<file path="src/rtl/bcd_pkg.sv">
// Shared BCD types, digit constants and elaboration helpers for the BCD counter.
package bcd_pkg;

    localparam int unsigned MAX_DIGITS = 8;

    typedef logic [3:0] bcd_digit_t;

    localparam bcd_digit_t BCD_MAX = 4'd9;
    localparam bcd_digit_t BCD_MIN = 4'd0;

    // Packs a decimal integer into MAX_DIGITS BCD nibbles, digit 0 in bits [3:0].
    function automatic logic [4*MAX_DIGITS-1:0] int_to_bcd(input int unsigned value);
        logic [4*MAX_DIGITS-1:0] r;
        int unsigned             v;
        r = '0;
        v = value;
        for (int i = 0; i < MAX_DIGITS; i++) begin
            r[i*4 +: 4] = 4'(v % 10);
            v           = v / 10;
        end
        return r;
    endfunction

    function automatic int unsigned pow10(input int unsigned n);
        int unsigned r;
        r = 1;
        for (int i = 0; i < int'(n); i++) r = r * 10;
        return r;
    endfunction

endpackage

</file>
<file path="src/rtl/bcd_digit.sv">
// One BCD digit cell: synchronous load, ripple increment/decrement, carry/borrow out.
module bcd_digit
    import bcd_pkg::*;
(
    input  logic       clk,
    input  logic       rst,
    input  logic       i_inc,
    input  logic       i_dec,
    input  logic       i_load,
    input  bcd_digit_t i_load_val,
    output bcd_digit_t o_q,
    output logic       o_carry_c,
    output logic       o_borrow_c
);

    bcd_digit_t r_q;

    always_ff @(posedge clk) begin
        if (!rst) begin
            r_q <= BCD_MIN;
        end else if (i_load) begin
            r_q <= i_load_val;
        end else if (i_inc) begin
            r_q <= (r_q == BCD_MAX) ? BCD_MIN : r_q + 4'd1;
        end else if (i_dec) begin
            r_q <= (r_q == BCD_MIN) ? BCD_MAX : r_q - 4'd1;
        end
    end

    assign o_q        = r_q;
    assign o_carry_c  = i_inc && (r_q == BCD_MAX);
    assign o_borrow_c = i_dec && (r_q == BCD_MIN);

endmodule

</file>
<file path="src/rtl/segment7.sv">
// BCD to 7-segment decoder, active-high, bit 0 = segment a .. bit 6 = segment g.
module segment7 (
    input  logic [3:0] i_bcd,
    output logic [6:0] o_seg_c
);

    always_comb begin
        o_seg_c = 7'h00;
        case (i_bcd)
            4'd0:    o_seg_c = 7'h3F;
            4'd1:    o_seg_c = 7'h06;
            4'd2:    o_seg_c = 7'h5B;
            4'd3:    o_seg_c = 7'h4F;
            4'd4:    o_seg_c = 7'h66;
            4'd5:    o_seg_c = 7'h6D;
            4'd6:    o_seg_c = 7'h7D;
            4'd7:    o_seg_c = 7'h07;
            4'd8:    o_seg_c = 7'h7F;
            4'd9:    o_seg_c = 7'h6F;
            default: o_seg_c = 7'h00;
        endcase
    end

endmodule

</file>
<file path="src/rtl/bcd_updown_counter.sv">
// N-digit native BCD up/down counter with prescaler strobe, programmable limit,
// wrap/saturate boundaries, validated parallel load and per-digit 7-segment outputs.
module bcd_updown_counter
    import bcd_pkg::*;
#(
    parameter int unsigned DIGITS    = 4,
    parameter int unsigned DIV       = 50_000_000,
    parameter int unsigned LIMIT     = 9999,
    parameter int unsigned WRAP      = 1,
    parameter int unsigned SEGMENTOS = 7
) (
    input  logic                          clk,
    input  logic                          rst,
    input  logic                          enable,
    input  logic                          direction,
    input  logic                          load,
    input  logic [4*DIGITS-1:0]           load_value,
    output logic [4*DIGITS-1:0]           count_bcd,
    output logic [SEGMENTOS*DIGITS-1:0]   segments,
    output logic                          terminal,
    output logic                          load_error
);

    localparam int unsigned CW = 4 * DIGITS;
    localparam int unsigned PW = (DIV > 1) ? $clog2(DIV) : 1;
    localparam logic [CW-1:0] LIMIT_BCD = CW'(int_to_bcd(LIMIT));

    if (DIGITS < 1 || DIGITS > MAX_DIGITS) begin : g_bad_digits
        $error("DIGITS must be in 1..8");
    end
    if (LIMIT >= pow10(DIGITS)) begin : g_bad_limit
        $error("LIMIT must be below 10^DIGITS");
    end
    if (DIV < 1) begin : g_bad_div
        $error("DIV must be at least 1");
    end
    if (SEGMENTOS < 7) begin : g_bad_seg
        $error("SEGMENTOS must be at least 7");
    end

    logic [PW-1:0]   r_presc;
    logic            r_terminal;
    logic            r_load_error;

    logic            w_tick;
    logic            w_step;
    logic            w_nibbles_ok;
    logic            w_load_ok;
    logic            w_at_limit;
    logic            w_at_zero;
    logic            w_boundary;
    logic            w_dig_load;
    logic [CW-1:0]   w_dig_val;
    logic [CW-1:0]   w_count;
    logic [DIGITS:0] w_carry;
    logic [DIGITS:0] w_borrow;
    logic            w_unused_ovf;

    assign w_tick = enable && (r_presc == PW'(DIV - 1));
    // A load edge (accepted or rejected) swallows any coincident tick.
    assign w_step = w_tick && !load;

    always_comb begin
        w_nibbles_ok = 1'b1;
        for (int i = 0; i < int'(DIGITS); i++) begin
            if (load_value[i*4 +: 4] > BCD_MAX) w_nibbles_ok = 1'b0;
        end
    end

    // With every nibble valid, packed BCD order matches numeric order.
    assign w_load_ok  = w_nibbles_ok && (load_value <= LIMIT_BCD);
    assign w_at_limit = (w_count == LIMIT_BCD);
    assign w_at_zero  = (w_count == '0);
    assign w_boundary = direction ? w_at_limit : w_at_zero;

    // Wrapping at a boundary reuses the digit load path.
    assign w_dig_load = (load && w_load_ok) || (w_step && w_boundary && (WRAP != 0));
    assign w_dig_val  = load ? load_value : (direction ? '0 : LIMIT_BCD);

    assign w_carry[0]  = w_step && direction && !w_at_limit;
    assign w_borrow[0] = w_step && !direction && !w_at_zero;

    for (genvar i = 0; i < int'(DIGITS); i++) begin : g_digit
        bcd_digit u_digit (
            .clk        (clk),
            .rst        (rst),
            .i_inc      (w_carry[i]),
            .i_dec      (w_borrow[i]),
            .i_load     (w_dig_load),
            .i_load_val (w_dig_val[i*4 +: 4]),
            .o_q        (w_count[i*4 +: 4]),
            .o_carry_c  (w_carry[i+1]),
            .o_borrow_c (w_borrow[i+1])
        );

        logic [6:0] w_seg;

        segment7 u_seg (
            .i_bcd   (w_count[i*4 +: 4]),
            .o_seg_c (w_seg)
        );

        assign segments[i*SEGMENTOS +: SEGMENTOS] = SEGMENTOS'(w_seg);
    end

    // Top-digit carry/borrow never fires: the LIMIT/zero compare blocks the step first.
    assign w_unused_ovf = w_carry[DIGITS] | w_borrow[DIGITS];

    always_ff @(posedge clk) begin
        if (!rst) begin
            r_presc      <= '0;
            r_terminal   <= 1'b0;
            r_load_error <= 1'b0;
        end else begin
            r_terminal   <= w_step && w_boundary;
            r_load_error <= load && !w_load_ok;
            if (load) begin
                if (w_load_ok) r_presc <= '0;
            end else if (w_tick) begin
                r_presc <= '0;
            end else if (enable) begin
                r_presc <= r_presc + PW'(1);
            end
        end
    end

    assign count_bcd  = w_count;
    assign terminal   = r_terminal;
    assign load_error = r_load_error;

endmodule
</file>
<file path="config.mk">
export PLATFORM = sky130hd
export DESIGN_NAME = bcd_updown_counter
export DESIGN_NICKNAME = d
export VERILOG_FILES = /design/src/rtl/bcd_pkg.sv /design/src/rtl/bcd_digit.sv /design/src/rtl/segment7.sv /design/src/rtl/bcd_updown_counter.sv
export SDC_FILE = /design/constraint.sdc
export NUM_CORES = 1
export LEC_CHECK = 0
export CAP_MARGIN = 20
export CORE_UTILIZATION = 55
export DETAILED_ROUTE_END_ITERATION = 7
export PLACE_DENSITY = 0.93
export SETUP_SLACK_MARGIN = 0.05
export SYNTH_ARGS = -nofsm -noshare
export SYNTH_HDL_FRONTEND = slang
export SYNTH_SLANG_ARGS = --single-unit
</file>
<file path="constraint.sdc">
create_clock -name clk -period 4.22 [get_ports clk]
set_input_delay 1.266 -clock clk [delete_from_list [all_inputs] [get_ports clk]]
set_output_delay 1.266 -clock clk [all_outputs]
set_load 0.1 [all_outputs]
</file>
# Word-level counts from Yosys, hierarchy flattened
# Memories as Yosys holds them, arrays and structs flattened. A register that Yosys moved wholly into a read port is not among the register bits.
# Cells that the tools add are included.
[word_totals]
regBits = 44
romBits = 448
output_inout_bits = 46
word_cells = 104
mem_count = 4
[classes]
add_sub_neg = 9
order_cmp = 5
eq_ne = 7
n_mux = 39
n_reduce_logical = 33
[mem_list]
columns = ["name", "words", "word_bits", "read_ports", "rd_clocked_by_memory_dff", "wr", "line", "source"]
rows = [
  ["(no name shown)", 16, 7, 1, 1, 0, "segment7.sv:9", "case (i_bcd)"],
  ["(no name shown)", 16, 7, 1, 1, 0, "segment7.sv:9", ""],
  ["(no name shown)", 16, 7, 1, 1, 0, "segment7.sv:9", ""],
  ["(no name shown)", 16, 7, 1, 1, 0, "segment7.sv:9", ""],
]
[ops]
columns = ["operator", "count"]
rows = [
  ["2-to-1 mux 4 bit", 28],
  ["2-to-1 mux 26 bit", 4],
  ["2-to-1 mux 16 bit", 2],
  ["adder 26 x 1 -> 26 bit, second input constant", 1],
  ["== test 26 bit, second input constant", 1],
  ["adder 4 x 1 -> 4 bit, second input constant", 4],
  ["== test 16 bit, second input constant", 1],
  ["== test 4 bit, second input constant", 4],
  ["> comparator 4 bit, second input constant", 4],
  ["less-or-equal comparator 16 bit, second input constant", 1],
  ["logical AND 1 bit", 16],
  ["logical NOT 16 bit", 1],
  ["logical NOT 4 bit", 4],
  ["subtractor 4 x 1 -> 4 bit, second input constant", 4],
  ["nonzero test 3 bit", 5],
  ["logical NOT 1 bit", 5],
  ["2-to-1 mux 1 bit", 5],
  ["!= test 2 x 1 -> 1 bit, second input constant", 1],
  ["AND reduction 2 bit", 1],
  ["logical OR 1 bit", 1],
]

# Logic depth before layout (Yosys ltp)
[logic_depth]
ltp_word = 13
mapped_depth = 14

# Hierarchy
# Synthesis repeated with hierarchy kept, for this count alone.
[unflattened]
cells_unflattened = 496
area_unflattened_um2 = 3890.0
[modules_own_cells]
columns = ["module", "instances", "cells_per_inst", "area_each_um2", "seq_area_each_um2"]
rows = [
  ["bcd_updown_counter", 1, 220, 1785.5, 560.5],
  ["bcd_digit", 4, 42, 315.3, 80.1],
  ["segment7 at g_digit[0].u_seg ...", 2, 28, 220.2, 0.0],
  ["segment7 at g_digit[1].u_seg ...", 2, 26, 201.4, 0.0],
]

# Least setup slack after synthesis
# OpenSTA, ideal clock, no wires.
[synth_timing]
path_type = "register to register"
from = "register g_digit[1].u_digit.r_q[3]"
to = "register g_digit[0].u_seg.o_seg_c[3] (netlist name)"
setup_time_ns = 0.069
arrival_ns = 4.055
path_slack_ns = 0.096
path_stages_with_launch = 13
path_buffers = 2
period_less_slack_ns = 4.124
cell_sequence = "dfxtp_1 clkbuf_1 nor4bb_1 nand4_1 mux2i_1 a21oi_1 clkbuf_1 a31oi_1 and2_1 inv_1 ha_1 mux2_1 o21ai_1"
[synth_via]
elab_chain_cells = 7
word_cells_on_any_way = 14
[synth_lines]
columns = ["element", "line", "source"]
rows = [
  ["from (decl)", "bcd_digit.sv:16", "bcd_digit_t r_q;"],
  ["from (signal assigned)", "bcd_digit.sv:22", "r_q <= i_load_val;"],
  ["from (signal assigned)", "bcd_digit.sv:24", "r_q <= (r_q == BCD_MAX) ? BCD_MIN : r_q + 4'd1;"],
  ["from (signal assigned)", "bcd_digit.sv:26", "r_q <= (r_q == BCD_MIN) ? BCD_MAX : r_q - 4'd1;"],
  ["== test 16 bit / logical NOT 16 bit (equally long branches)", "bcd_updown_counter.sv:72, bcd_updown_counter.sv:73", ""],
  ["2-to-1 mux 1 bit / logical NOT 1 bit (equally long branches)", "bcd_updown_counter.sv:74, bcd_updown_counter.sv:80", ""],
  ["logical AND 1 bit, on equally long branches", "bcd_updown_counter.sv:77, bcd_updown_counter.sv:80", ""],
  ["logical OR 1 bit / 2-to-1 mux 4 bit (equally long branches)", "bcd_updown_counter.sv:77, bcd_digit.sv:23", ""],
  ["nonzero test 3 bit (no source line) / 2-to-1 mux 4 bit (equally long branches)", "-", ""],
  ["2-to-1 mux 4 bit (no source line) * (2 in a row)", "-", ""],
]
# Mark *: on every way between the ends. The rest lies on a longest branch, timed or not.
# A chain may end at the register's enable or synchronous reset.

# Final worst setup path
[layout_timing]
from = "input enable"
to = "register g_digit[3].u_seg.o_seg_c[2] (netlist name)"
[layout_via]
elab_chain_cells = 11
word_cells_on_any_way = 19
[layout_lines]
columns = ["element", "line", "source"]
rows = [
  ["from (decl)", "bcd_updown_counter.sv:14", "input logic enable,"],
  ["logical AND 1 bit *", "bcd_updown_counter.sv:59", "assign w_tick = enable && (r_presc == PW'(DIV - 1));"],
  ["logical AND 1 bit *", "bcd_updown_counter.sv:61", "assign w_step = w_tick && !load;"],
  ["logical AND 1 bit (2 in a row)", "bcd_updown_counter.sv:80", "assign w_carry[0] = w_step && direction && !w_at_limit;"],
  ["logical AND 1 bit (3 in a row)", "bcd_digit.sv:31", "assign o_carry_c = i_inc && (r_q == BCD_MAX);"],
  ["2-to-1 mux 4 bit", "bcd_digit.sv:23", "end else if (i_inc) begin"],
  ["2-to-1 mux 4 bit", "bcd_digit.sv:21", "end else if (i_load) begin"],
  ["2-to-1 mux 4 bit (no source line) * (2 in a row)", "-", ""],
]
# Marked as above.

==> impl_metrics.toml <==
[detailed_routing]
first_pass_iters = 8
drc = 1
drtIter0Drc = 661
ant_nets = 0
wl_per_cell_um = 16.4
vias = 4762
viasPerCell = 6.18
drt_wl_total_um = 12600

[pwr]
p_per_area_nw_per_um2 = 319
p_sw_frac = 0.376
leakagePower_nw = 2.35
total_power_w = 0.00184
p_seq_frac = 0.404
combPwrFrac = 0.305
ir_drop_mv = 0.237
p_switching_w = 0.000691
pwr-share-clk = 0.291
p_int_w = 0.00115

[global_route]
grt_pass1_vias = 4474
grt_max_degree = 24
top_usage_layer = "met2"
grt.met1_usage = 0.364
overflow = 0
antenna_found_initial = 0
groute.layer.met3.usage = 0.0622
grt_pass1_wl_um = 20500
grt_usage = 0.300
grt_use_met2 = 0.501

[synthesis]
yosys_warnings = 0
synth_ff_type = "dfxtp_1"
synth.avg_cell_area_um2 = 8.01
synthArstFlopShare = 0
ys_seq_area_frac = 0.324
syn_area_um2 = 4460
synthDistinctLibCells = 70
ys_ff_latch = 72
synth_edf_count = 0
syn_inst = 556
synth_nets = 602

[final_layout]
insertedDiodeCount = 0
layout.nets = 710
areaGrowthSynthToFinish_pct = 29.5
fin_area_um2 = 5770
layout_common_cells = "dfxtp_1, buf_4, nor2_1, clkdlybuf4s50_1, nand2_1"
drive_gt1_frac = 0.154
mostFrequentLayoutCell = "dfxtp_1"
fillers = 525

[clock_network]
cts_buffer_depth = 2
cts_tree = "yes"
clock_latency_ns = 0.35
cts_sinks = 72
cts-root-buf = "clkbuf_8"
htree_levels = 3
clkTransAtPathRegs_ns = 0.08
ctsHoldBuffers = 0
cts_buffers = 9

[timing]
holdWs_ns = 0.485
setup_viol = 0
relSlewSlack = 0.340
finClkSkew_ns = 0.00736
rsz0062_at_grt = "true"
max_freq_mhz = 244
worst_slew_pin_slew_ns = 0.986
finalHoldViolCount = 0
period_needed_ns = 4.10
timing.final.crit_share = 0.972
slew_viol_final = 0
finalSetupTns_ns = 0

[die]
die_h_um = 92.0
num_rows = 32
dieWidth_um = 92.0
die_area_um2 = 8460
core_region_area_um2 = 7770
io_pins = 67
start_util = 0.574

[outcome]
status = "complete, but fails checks"
violations = "design-rule violations"

[critical_path]
critPathMostFrequentCell = "inv_1"
path_cells = "clkdlybuf4s50_1 -> nand4_1 -> or4_1 -> buf_4 -> nor4_4 -> mux2_2 -> a211oi_1 -> nand3b_1 -> inv_1 -> ha_1 -> inv_1 -> o21ai_0 -> o31ai_1"
cp-end-kind = "flop"
cp_max_fo = 6
cp_slowest_cell = "or4_1"
crit_type = "in2reg"
cp-start-kind = "primary input"
crit_required_ns = 4.48
worst-endpoint-arrival_ns = 4.37
critPathMaxStageDelay_ns = 0.55

[placement]
gp_congestion = 0.937
dpl_cell_area_um2 = 5540
portBuffers = 66
place_hpwl_um = 8970

[job]
cap_violations = 0

[worst_hold_path]
min_path_type = "reg2reg"
-- power by group through the flow --
stage	Combinational [W]	Sequential (W)	Clock, W
global placement	0.000534	0.000757	0
floorplan	0.000157	0.000993	0
global route	0.000585	0.000748	0.000568
CTS	0.000549	0.000742	0.000537
detailed placement	0.000545	0.000757	0
finish	0.000561	0.000743	0.000534
-- layout make-up --
type	count	area, µm²	share of cell area
multi-input combinational	431	2830	0.490
sequential	72	1440	0.250
clock buffer	9	124	0.0215
clock inverter	6	61.3	0.0106
timing repair buffer	124	1090	0.189
inverter	26	97.6	0.0169
tap	102	128	0.0221
-- Yosys cell counts (3+ instances only) --
cell | count | area [µm²]
o22ai_1 | 9 | 56.3
mux2_2 | 3 | 33.8
o21ai_0 | 31 | 155
ha_1 | 25 | 313
o221ai_1 | 4 | 35.0
mux2_1 | 3 | 33.8
or3_1 | 5 | 31.3
a31oi_1 | 5 | 31.3
xor2_1 | 16 | 140
nor2_1 | 61 | 229
and3_1 | 14 | 87.6
a21o_1 | 6 | 45.0
nand2b_1 | 5 | 31.3
o21ai_1 | 7 | 35.0
nand4_1 | 17 | 106
mux2i_1 | 9 | 90.1
o211ai_1 | 3 | 22.5
buf_2 | 3 | 15.0
nor3_1 | 13 | 65.1
and4_1 | 5 | 43.8
xnor2_1 | 10 | 87.6
o31ai_1 | 5 | 37.5
nand3_1 | 15 | 75.1
nor4_1 | 8 | 50.1
a21oi_1 | 30 | 150
inv_1 | 24 | 90.1
or4_1 | 5 | 37.5
nand4b_1 | 3 | 26.3
nor4bb_1 | 3 | 30.0
and2_1 | 10 | 62.6
clkbuf_1 | 21 | 78.8
dfxtp_1 | 72 | 1440
or2_2 | 3 | 18.8
nand2_1 | 53 | 199
a211oi_1 | 6 | 45.0
-- final timing paths --
kind                        startpoint                          end  slack [ns]  cells after the start
max reg2reg  g_digit[2].u_digit.o_q[3]  g_digit[0].u_seg.o_seg_c[0]        0.41                     11
min                        r_presc[15]                  r_presc[15]        0.49                      2
max                             enable  g_digit[3].u_seg.o_seg_c[2]        0.12                     13
min reg2reg                r_presc[15]                  r_presc[15]        0.49                      2
-- metrics by stage --
| step | setup WS (ns) | instances | util |
|---|---|---|---|
| floorplan | 0.0963 | 556 | - |
| global placement | -0.122 | 753 | 0.713 |
| detailed placement | -0.248 | 753 | 0.713 |
| CTS | 0.0813 | 768 | 0.737 |
| global route | -0.0514 | 770 | 0.743 |
| finish | 0.118 | 770 | 0.743 |
-- worst max-delay path, delay by kind of cell --
family	cells	cell delay, ns
AND/OR/NAND/NOR	4	1.11
buffers and inverters	4	0.89
AO/OA/AOI/OAI	3	0.51
multiplexers	1	0.38
adder cells (fa/ha/maj)	1	0.21
-- routing by layer --
| metal | share of wire | wire length, µm |
|---|---|---|
| met1 | 0.40 | 4990 |
| met2 | 0.48 | 6020 |
| met3 | 0.086 | 1080 |
| met4 | 0.042 | 533 |
| met5 | 0 | 0 |
-- state kept, by name, summed over array words and instances, names as in the netlist --
name                   flops
g_digit.u_seg.o_seg_c     28
r_presc                   26
g_digit.u_digit.o_q       16
load_error                 1
terminal                   1
-- timing repair --
item | in CTS | in global routing
resized for setup | 0 | 8
endpoints found under the setup margin | 0 | 15
setup buffers | 0 | 1
-- cells by family after synthesis --
| kind of cell | after synthesis | synth area share |
|---|---|---|
| muxes | 15 | 0.0354 |
| AOI/OAI and AO/OA | 131 | 0.193 |
| DFF | 72 | 0.324 |
| and+or+nand+nor | 234 | 0.280 |
| xor gates and xnor gates | 26 | 0.0511 |
| adders and majority gates | 25 | 0.0702 |
| buffers and inverters | 53 | 0.0472 |
(Power assumes the default switching activity.)
